## config.mk

```make
export PLATFORM = sky130hd
export DESIGN_NAME = cpu_boot_ctrl_flat
export DESIGN_NICKNAME = d
export VERILOG_FILES = /design/src/rtl/cpu_boot_ctrl_if.sv /design/src/rtl/cpu_boot_ctrl.sv /design/src/flat_wrapper.sv
export SDC_FILE = /design/constraint.sdc
export NUM_CORES = 1
export LEC_CHECK = 0
export CAP_MARGIN = 30
export CORE_MARGIN = 3
export CORE_UTILIZATION = 43
export CTS_CLUSTER_DIAMETER = 200
export DETAILED_ROUTE_END_ITERATION = 6
export PLACE_DENSITY_LB_ADDON = 0.08
export RECOVER_POWER = 100
export SLEW_MARGIN = 20
export SYNTH_ARGS = -nofsm -noshare
export SYNTH_HDL_FRONTEND = slang
export SYNTH_SLANG_ARGS = --single-unit
```

## constraint.sdc

```tcl
create_clock -name clk -period 3.6 [get_ports clk]
set_clock_uncertainty 0.15 [all_clocks]
set_input_delay 0.9 -clock clk [delete_from_list [all_inputs] [get_ports clk]]
set_output_delay 0.9 -clock clk [all_outputs]
set_load 0.02 [all_outputs]
```

## src/rtl/cpu_boot_ctrl_if.sv

```systemverilog
// cpu_boot_ctrl_if: groups the boot controller's loader stream, CPU-side
// memory port, memory-side port and run handshake/status signals.
// slave  = the boot controller itself
// master = the environment (host, loader, CPU core, memory)
interface cpu_boot_ctrl_if #(
  parameter int ADDR_SIZE = 12,
  parameter int WIDTH     = 32
);
  logic                 start;
  logic                 ld_valid;
  logic [WIDTH-1:0]     ld_data;
  logic                 ld_last;
  logic                 ld_ready;
  logic                 cpu_reset;
  logic                 cpu_halt;
  logic                 cpu_mem_rw;
  logic [ADDR_SIZE-1:0] cpu_mem_addr;
  logic [WIDTH-1:0]     cpu_mem_datain;
  logic                 mem_rw;
  logic [ADDR_SIZE-1:0] mem_addr;
  logic [WIDTH-1:0]     mem_datain;
  logic                 busy;
  logic                 done;
  logic                 err;
  logic [31:0]          cycle_count;

  modport slave (
    input  start, ld_valid, ld_data, ld_last, cpu_halt,
           cpu_mem_rw, cpu_mem_addr, cpu_mem_datain,
    output ld_ready, cpu_reset, mem_rw, mem_addr, mem_datain,
           busy, done, err, cycle_count
  );

  modport master (
    output start, ld_valid, ld_data, ld_last, cpu_halt,
           cpu_mem_rw, cpu_mem_addr, cpu_mem_datain,
    input  ld_ready, cpu_reset, mem_rw, mem_addr, mem_datain,
           busy, done, err, cycle_count
  );
endinterface

```

## src/rtl/cpu_boot_ctrl.sv

```systemverilog
// cpu_boot_ctrl: run sequencer for one CPU program run.
// Streams a program image into memory from address 0 while the CPU is held
// in reset, releases the CPU after RST_CYCLES cycles, passes the CPU memory
// port through while counting execution cycles, and re-freezes the CPU when
// it halts. The memory port is muxed combinationally so loader writes land
// on the same posedge they are accepted.
// Optional feature: define BOOT_WDOG_EN to end a run with err=1 once
// cycle_count reaches MAX_CYCLES without a halt.
module cpu_boot_ctrl #(
  parameter int ADDR_SIZE  = 12,
  parameter int WIDTH      = 32,
  parameter int RST_CYCLES = 2,
  parameter int MAX_CYCLES = 4096
) (
  input  logic           clk,
  input  logic           reset,
  cpu_boot_ctrl_if.slave bus
);

  typedef enum logic [2:0] {
    S_IDLE    = 3'd0,
    S_LOAD    = 3'd1,
    S_RELEASE = 3'd2,
    S_RUN     = 3'd3,
    S_DONE    = 3'd4
  } state_t;

  // Release timer only needs to count 0..RST_CYCLES-1
  localparam int RW = (RST_CYCLES > 1) ? $clog2(RST_CYCLES) : 1;
  localparam logic [RW-1:0]        REL_LAST = RW'(RST_CYCLES - 1);
  localparam logic [ADDR_SIZE-1:0] ADDR_MAX = {ADDR_SIZE{1'b1}};
  localparam logic [31:0]          WDOG_LIMIT = 32'(MAX_CYCLES);

  state_t               state;
  logic [ADDR_SIZE-1:0] addr;
  logic [RW-1:0]        rel_cnt;
  logic [31:0]          cycles;
  logic                 err_flag;
  logic [31:0]          cycles_inc;

  // Saturating increment: a very long run pins at all-ones instead of wrapping
  assign cycles_inc = (cycles == 32'hFFFF_FFFF) ? cycles : cycles + 32'd1;

`ifdef BOOT_WDOG_EN
  logic wdog_hit;
  assign wdog_hit = (cycles_inc >= WDOG_LIMIT);
`else
  logic [31:0] unused_wdog_limit;
  assign unused_wdog_limit = WDOG_LIMIT;
`endif

  // Sequencer: state, load address, release timer, run counter and sticky error
  always_ff @(posedge clk) begin
    if (reset) begin
      state    <= S_IDLE;
      addr     <= {ADDR_SIZE{1'b0}};
      rel_cnt  <= {RW{1'b0}};
      cycles   <= 32'd0;
      err_flag <= 1'b0;
    end else begin
      case (state)
        S_IDLE, S_DONE: begin
          if (bus.start) begin
            state    <= S_LOAD;
            addr     <= {ADDR_SIZE{1'b0}};
            cycles   <= 32'd0;
            err_flag <= 1'b0;
          end
        end
        S_LOAD: begin
          if (bus.ld_valid) begin
            addr <= addr + ADDR_SIZE'(1);
            if (bus.ld_last) begin
              state   <= S_RELEASE;
              rel_cnt <= {RW{1'b0}};
            end else if (addr == ADDR_MAX) begin
              // Image overflowed memory: never release the CPU
              state    <= S_DONE;
              err_flag <= 1'b1;
            end
          end
        end
        S_RELEASE: begin
          if (rel_cnt == REL_LAST) begin
            state <= S_RUN;
          end else begin
            rel_cnt <= rel_cnt + RW'(1);
          end
        end
        S_RUN: begin
          if (bus.cpu_halt) begin
            state <= S_DONE;
          end else begin
            cycles <= cycles_inc;
`ifdef BOOT_WDOG_EN
            if (wdog_hit) begin
              state    <= S_DONE;
              err_flag <= 1'b1;
            end
`endif
          end
        end
        default: begin
          state <= S_IDLE;
        end
      endcase
    end
  end

  // Memory port mux, loader handshake and status decode from the current state
  always_comb begin
    bus.ld_ready   = 1'b0;
    bus.cpu_reset  = 1'b1;
    bus.mem_rw     = 1'b0;
    bus.mem_addr   = {ADDR_SIZE{1'b0}};
    bus.mem_datain = {WIDTH{1'b0}};
    bus.busy       = 1'b0;
    bus.done       = 1'b0;
    case (state)
      S_LOAD: begin
        bus.ld_ready   = 1'b1;
        bus.mem_rw     = bus.ld_valid;
        bus.mem_addr   = addr;
        bus.mem_datain = bus.ld_data;
        bus.busy       = 1'b1;
      end
      S_RELEASE: begin
        bus.busy = 1'b1;
      end
      S_RUN: begin
        bus.cpu_reset  = 1'b0;
        bus.mem_rw     = bus.cpu_mem_rw;
        bus.mem_addr   = bus.cpu_mem_addr;
        bus.mem_datain = bus.cpu_mem_datain;
        bus.busy       = 1'b1;
      end
      S_DONE: begin
        bus.done = 1'b1;
      end
      default: begin
        bus.busy = 1'b0;
      end
    endcase
  end

  assign bus.err         = err_flag;
  assign bus.cycle_count = cycles;

endmodule
```

## src/flat_wrapper.sv

```systemverilog
// flat-port wrapper written by rule: the top's interface ports become plain ports
module cpu_boot_ctrl_flat 
#(
  parameter int ADDR_SIZE  = 12,
  parameter int WIDTH      = 32,
  parameter int RST_CYCLES = 2,
  parameter int MAX_CYCLES = 4096
)
  (clk, reset, bus_start, bus_ld_valid, bus_ld_data, bus_ld_last, bus_cpu_halt, bus_cpu_mem_rw, bus_cpu_mem_addr, bus_cpu_mem_datain, bus_ld_ready, bus_cpu_reset, bus_mem_rw, bus_mem_addr, bus_mem_datain, bus_busy, bus_done, bus_err, bus_cycle_count);
  cpu_boot_ctrl_if #(.ADDR_SIZE(ADDR_SIZE), .WIDTH(WIDTH)) bus_i ();
  input  logic clk;
  input  logic reset;
  input wire logic [$bits(bus_i.start)-1:0] bus_start;
  input wire logic [$bits(bus_i.ld_valid)-1:0] bus_ld_valid;
  input wire logic [$bits(bus_i.ld_data)-1:0] bus_ld_data;
  input wire logic [$bits(bus_i.ld_last)-1:0] bus_ld_last;
  input wire logic [$bits(bus_i.cpu_halt)-1:0] bus_cpu_halt;
  input wire logic [$bits(bus_i.cpu_mem_rw)-1:0] bus_cpu_mem_rw;
  input wire logic [$bits(bus_i.cpu_mem_addr)-1:0] bus_cpu_mem_addr;
  input wire logic [$bits(bus_i.cpu_mem_datain)-1:0] bus_cpu_mem_datain;
  output wire logic [$bits(bus_i.ld_ready)-1:0] bus_ld_ready;
  output wire logic [$bits(bus_i.cpu_reset)-1:0] bus_cpu_reset;
  output wire logic [$bits(bus_i.mem_rw)-1:0] bus_mem_rw;
  output wire logic [$bits(bus_i.mem_addr)-1:0] bus_mem_addr;
  output wire logic [$bits(bus_i.mem_datain)-1:0] bus_mem_datain;
  output wire logic [$bits(bus_i.busy)-1:0] bus_busy;
  output wire logic [$bits(bus_i.done)-1:0] bus_done;
  output wire logic [$bits(bus_i.err)-1:0] bus_err;
  output wire logic [$bits(bus_i.cycle_count)-1:0] bus_cycle_count;
  assign bus_i.start = bus_start;
  assign bus_i.ld_valid = bus_ld_valid;
  assign bus_i.ld_data = bus_ld_data;
  assign bus_i.ld_last = bus_ld_last;
  assign bus_i.cpu_halt = bus_cpu_halt;
  assign bus_i.cpu_mem_rw = bus_cpu_mem_rw;
  assign bus_i.cpu_mem_addr = bus_cpu_mem_addr;
  assign bus_i.cpu_mem_datain = bus_cpu_mem_datain;
  assign bus_ld_ready = bus_i.ld_ready;
  assign bus_cpu_reset = bus_i.cpu_reset;
  assign bus_mem_rw = bus_i.mem_rw;
  assign bus_mem_addr = bus_i.mem_addr;
  assign bus_mem_datain = bus_i.mem_datain;
  assign bus_busy = bus_i.busy;
  assign bus_done = bus_i.done;
  assign bus_err = bus_i.err;
  assign bus_cycle_count = bus_i.cycle_count;
  cpu_boot_ctrl #(.ADDR_SIZE(ADDR_SIZE), .WIDTH(WIDTH), .RST_CYCLES(RST_CYCLES), .MAX_CYCLES(MAX_CYCLES)) u_core (.clk(clk), .reset(reset), .bus(bus_i));
endmodule
```

* Word-level counts from Yosys, hierarchy flattened *
Cells that the tools add are included.

word-level totals
  bits in registers = 49
  output and inout port bits = 82
  logic and storage cells = 65
  input bits = 83

operators by class
  mux-type cells = 30
  equal/unequal tests = 16
  add/sub/neg operators = 3
  reductions and logical operators = 11

operators by type and width
  operator                                                                count
  32-bit case mux with 2 select lines                                     2
  32-bit two-way mux                                                      3
  12-bit case mux with 2 select lines                                     2
  32-bit by 1-bit adder with 32-bit output (second input constant)        1
  32-bit equality test (second input constant)                            1
  12-bit two-way mux                                                      2
  3-bit two-way mux                                                       6
  2-bit != test (second input constant)                                   7
  12-bit by 1-bit adder with 12-bit output (second input constant)        1
  12-bit equality test (second input constant)                            1
  3-bit case mux with 4 select lines                                      1
  1-bit two-way mux                                                       11
  5-bit AND reduction                                                     2
  3-bit by 2-bit equality test with 1-bit output (second input constant)  2
  1-bit case mux with 2 select lines                                      3
  3-bit AND reduction                                                     2
  2-bit nonzero test                                                      3
  2-bit by 1-bit != test with 1-bit output (second input constant)        2
  4-bit AND reduction                                                     1
  3-bit by 1-bit equality test with 1-bit output (second input constant)  1
  3-bit equality test (second input constant)                             1
  3-bit zero test                                                         1
  3-bit by 2-bit != test with 1-bit output (second input constant)        1
  3-bit OR reduction                                                      1
  other kinds (2)                                                         2

* Logic depth before layout (Yosys ltp) *
  depth in word-level cells = 5
  depth in mapped cells = 7
  gate-level depth less buffers = 6

* Least setup slack after synthesis *
Ideal clock, no wire load.

  path kind = register -> output
  start = register u_core.state[0]
  end = output port bus_mem_datain[10]
  stages on the path, launching flop included = 7
  path buffers = 3
  path slack = 834 ps
  data required time = 2550 ps
  arrival = 1716 ps
  path through = dfxtp_1 > clkbuf_1 > nand2_1 > nor2_1 > clkbuf_1 > buf_1 > a22o_1

on the way
  word-level cells in the longest chain between the ends = 2
  elaborated cells on any way between the ends = 3
  classes of those cells = eq/ne (2); mux (1)

RTL lines
  item                                                                                                                     RTL line              RTL
  start, declared                                                                                                          cpu_boot_ctrl.sv:34   state_t state;
  start signal, assigned                                                                                                   cpu_boot_ctrl.sv:55   state <= S_IDLE;
  start signal, assigned                                                                                                   cpu_boot_ctrl.sv:64   state <= S_LOAD;
  start signal, assigned                                                                                                   cpu_boot_ctrl.sv:74   state <= S_RELEASE;
  3-bit by 2-bit equality test with 1-bit output / 3-bit by 1-bit equality test with 1-bit output (equally long branches)  cpu_boot_ctrl.sv:119  case (state)
  32-bit case mux with 2 select lines (*)                                                                                  cpu_boot_ctrl.sv:119
  end, declared                                                                                                            flat_wrapper.sv:25    output wire logic [$bits(bus_i.mem_datain)-1:0] bus_mem_datain;

Mark *: on every way between the ends. The rest lies on a longest branch, timed or not.

* Worst setup path after layout *
  start = register u_core.state[0]
  end = output port bus_mem_datain[25]

Same word-level chain as after synthesis.

==> results <==
- The maximum net fanout on the critical path is 40.
- Leaving out fill and tap cells, the most frequent cells in the layout are 120 x clkdlybuf4s50_1, 49 x dfxtp_1, 45 x a22o_1.
- The die width is 92.14 µm.
- The die covers 8490 µm².
- After floorplanning, the core was sized to cover 6982 µm².
- The fraction of the yosys area taken by sequential cells is around 31%.
- The final layout contains between 600 and 700 nets.
- The number of nets in the synthesized netlist is between 400 and 500.
- A synthesized cell averages between 7 and 8 µm².
- The count of input and output buffers is 164.
- The critical path required time is ~2.6 ns.
- The filler cells instantiated in the layout total approximately 600.
- The root buffer selected by CTS is clkbuf_8.
- The detailed-route DRC error count is 0.
- Buffers inserted during clock tree synthesis total 5.
- The number of global-route vias before repair is 3644.
- The final hold violation count is 0.
- The leakage power of the design is 0.001831 µW.
- Post-CTS timing repair inserted 0 buffers for setup.
- The count of hold buffers inserted by post-cts repair is 0.
- The number of DRC markers after the initial detailed-route iteration is 296.
- The number of antenna violations at the first check in global routing came to 0.
- The synthesized design contains 0 enable-type register cells.
- The met2 track utilization from global routing is roughly 46%.
- In this run the power density over the cells is 251.1 nW/µm².
- The total congestion overflow is 0.
- The remaining max-slew budget at the tightest pin is around 16%.
- The endpoint class of the critical path is a primary output.
- The initialized floorplan defines 30 standard-cell rows.
- Clock-pin slew was measured on the worst setup and hold paths at 0.09 ns.
- The maximum level of the CTS H-tree is 2.
- The number of cells on the worst reg-to-reg path is 7.
- Global routing used 32.92% of the available met1 tracks.
- The worst min-delay path category is flop to flop.
- The library cell used most frequently in the layout, excluding fill and tap cells, is clkdlybuf4s50_1.
- The worst supply voltage drop on vdd is 171.5 µV.
- The startpoint type of the worst setup path is a flop.
- At the pin with the least slew margin, the transition time is approximately 1.2 ns.
- The post-cts repair resize count is 0.
- The register-to-register setup slack is 0.23 ns.
- Pin placement for this block handled 165 I/O pins.
- The first global-routing pass estimated 18630 µm of wire.
- The clock network latency to the later pin of the worst-skew pair is 0.31 ns.
- The number of diodes added for antenna fixing is 0.
- Among all flip-flop cells after synthesis, the most frequent one is dfxtp_1.
- In this run the most used layer during global routing was met2.
- Entering global routing, the biggest net connects 41 pins.
- The fraction of final layout cells with drive strength greater than 1 is approximately 4.4%.
- The layout-stage area growth over the synthesis result is 57.76%.
- In this run, distinct cell masters in the synthesized netlist total 55.
- The cell depth of the worst min-delay path is 2.
- The number of warning messages in the yosys log is 0.
- The placed wire-length estimate after detailed placement is approximately 9000 µm.
- The synthesized area is 3191 µm².
- The count of endpoints failing setup in the final report is 0.
- The post-route antenna net violation count is 0.
- The path type of the worst setup path is flop to primary output.
- The worst path uses 95.48% of the clock period.
- After layout, the minimum clock period comes to 3.437 ns.
- The highest clock rate is 0.2909 GHz.
- Max-cap violations in this run came to 0.
- The first-pass detailed-route iteration total is 5.
- The buffer levels on the longest clock path is 2.
- Dividing the detail-routed via count by the number of cells gives 5.976.
- STA puts the critical path data arrival time at 2.39 ns.
- At the end of routability-driven placement, the weighted congestion stood at slightly below 1.
- The share of synthesized flip-flops with an asynchronous set or reset is 0%.
- The flow ran to the end, and the final reports show no timing, DRC or antenna violations.
- Setup repair after global routing left no endpoint under its margin.
- The detail-routed net length per standard cell is 17.91 µm.
- The total track usage is 26.77%.
- The count of pins over their slew limit is 0.
- The final layout contains routed wiring with a total length of between 10000 and 15000 µm.
- The die span in y is between 90 and 100 µm.
- The met3 usage is 7.711%.
- The setup TNS after final layout is 0 ns.
- The detailed router placed 3956 vias in this run.
- For this design, the sink count on the clock tree is 49.
- The post-synthesis cell count is 406.
- The post-synthesis sequential element count is between 40 and 50.
- The clock tree from TritonCTS is yes.
- For this run, the number of standard cells in the final layout without fillers is 662.
- The initial utilization of the core area, before any placement, comes to roughly 46%.
- The number of instances in the placed design is 653.
layer usage:
metal | share of wire, % | routed length [µm]
met5 | 0 | 0
met4 | 1.3 | 152
met2 | 49 | 5798
met3 | 9.4 | 1114
met1 | 40 | 4794
worst max-delay path, cell delays in order (launching register included):
cell and delay (ns):
dfxtp_1 0.56, nand2_1 0.21, nor2_4 0.28, buf_12 0.24, a22o_1 0.16, clkdlybuf4s50_1 0.63
per-stage QoR:
stage	hold WS [ns]	area, µm²	utilization, %	worst slack (ns)	total power [µW]
2_1_floorplan	0.2963	3191	-	0.8340	729.4
3_3_place_gp	0.3054	4974	71.24	0.4170	920.5
3_5_place_dp	0.3229	4974	71.24	0.4221	926.5
4_1_cts	0.3382	5070	72.62	0.1475	1271
5_1_grt	0.3672	5034	72.10	0.01277	1317
6_report	0.3387	5034	72.10	0.1627	1264
power breakdown:
part           leakage (µW)  switching, µW  internal, µW  total (µW)
sequential         0.000395           7.76           547         555
clock             0.0000512            197           156         353
combinational       0.00138            164           192         356
total               0.00183            369           895        1260
Yosys cell counts, types with 2 or more instances:
library cell | instances | area share (%)
a32oi_1 | 2 | 0.55
mux2i_1 | 2 | 0.63
a31oi_1 | 12 | 2.4
and4_1 | 7 | 1.9
or2_2 | 2 | 0.39
nand3_1 | 12 | 1.9
nor2_1 | 37 | 4.4
nand4_1 | 20 | 3.9
a22o_1 | 45 | 12
or4_1 | 6 | 1.4
nor4_1 | 4 | 0.78
o32ai_1 | 2 | 0.55
ha_1 | 2 | 0.78
a21o_1 | 2 | 0.47
buf_1 | 4 | 0.47
clkbuf_1 | 20 | 2.4
dfxtp_1 | 49 | 31
o21ai_1 | 6 | 0.94
buf_6 | 2 | 0.71
a211oi_1 | 5 | 1.2
a21oi_1 | 32 | 5.0
or3_1 | 3 | 0.59
a311oi_1 | 7 | 1.9
o21ai_0 | 19 | 3.0
xor2_1 | 9 | 2.5
or4_4 | 2 | 0.71
and3_1 | 9 | 1.8
o31a_1 | 3 | 0.82
nor4_2 | 2 | 0.78
nor3_1 | 8 | 1.3
nand2_1 | 34 | 4.0
nand4b_1 | 3 | 0.82
nand2b_1 | 2 | 0.39
inv_1 | 10 | 1.2
o21a_1 | 2 | 0.47
state kept, by name (all words and copies together) (netlist names):
| register | cells |
|---|---|
| u_core.bus.cycle_count | 32 |
| u_core.addr | 12 |
| u_core.state | 3 |
| u_core.bus.err | 1 |
| u_core.rel_cnt | 1 |
final timing paths:
check / end / from
worst max-delay path: bus_mem_datain[25] / u_core.state[0]
worst max register to register: u_core.bus.cycle_count[17] / u_core.bus.cycle_count[0]
worst min-delay path: u_core.bus.err / u_core.bus.err
worst min register to register: u_core.bus.err / u_core.bus.err
cells by family after synthesis:
group	synth area share (%)
and+or+nand+nor	27.88
AOI/OAI and AO/OA	32.63
DFF	30.75
buffers and inverters	4.862
xor gates and xnor gates	2.471
muxes	0.6275
adders and majority gates	0.7842
layout make-up:
class	count	area, µm²	area share (%)
clock buffer	6	82.58	1.641
clock inverter	2	13.76	0.2734
inverter	10	37.54	0.7457
multi-input combinational	320	2034	40.42
sequential	49	980.9	19.49
tap	96	120.1	2.386
timing repair buffer	179	1764	35.05
(Power assumes the default switching activity.)
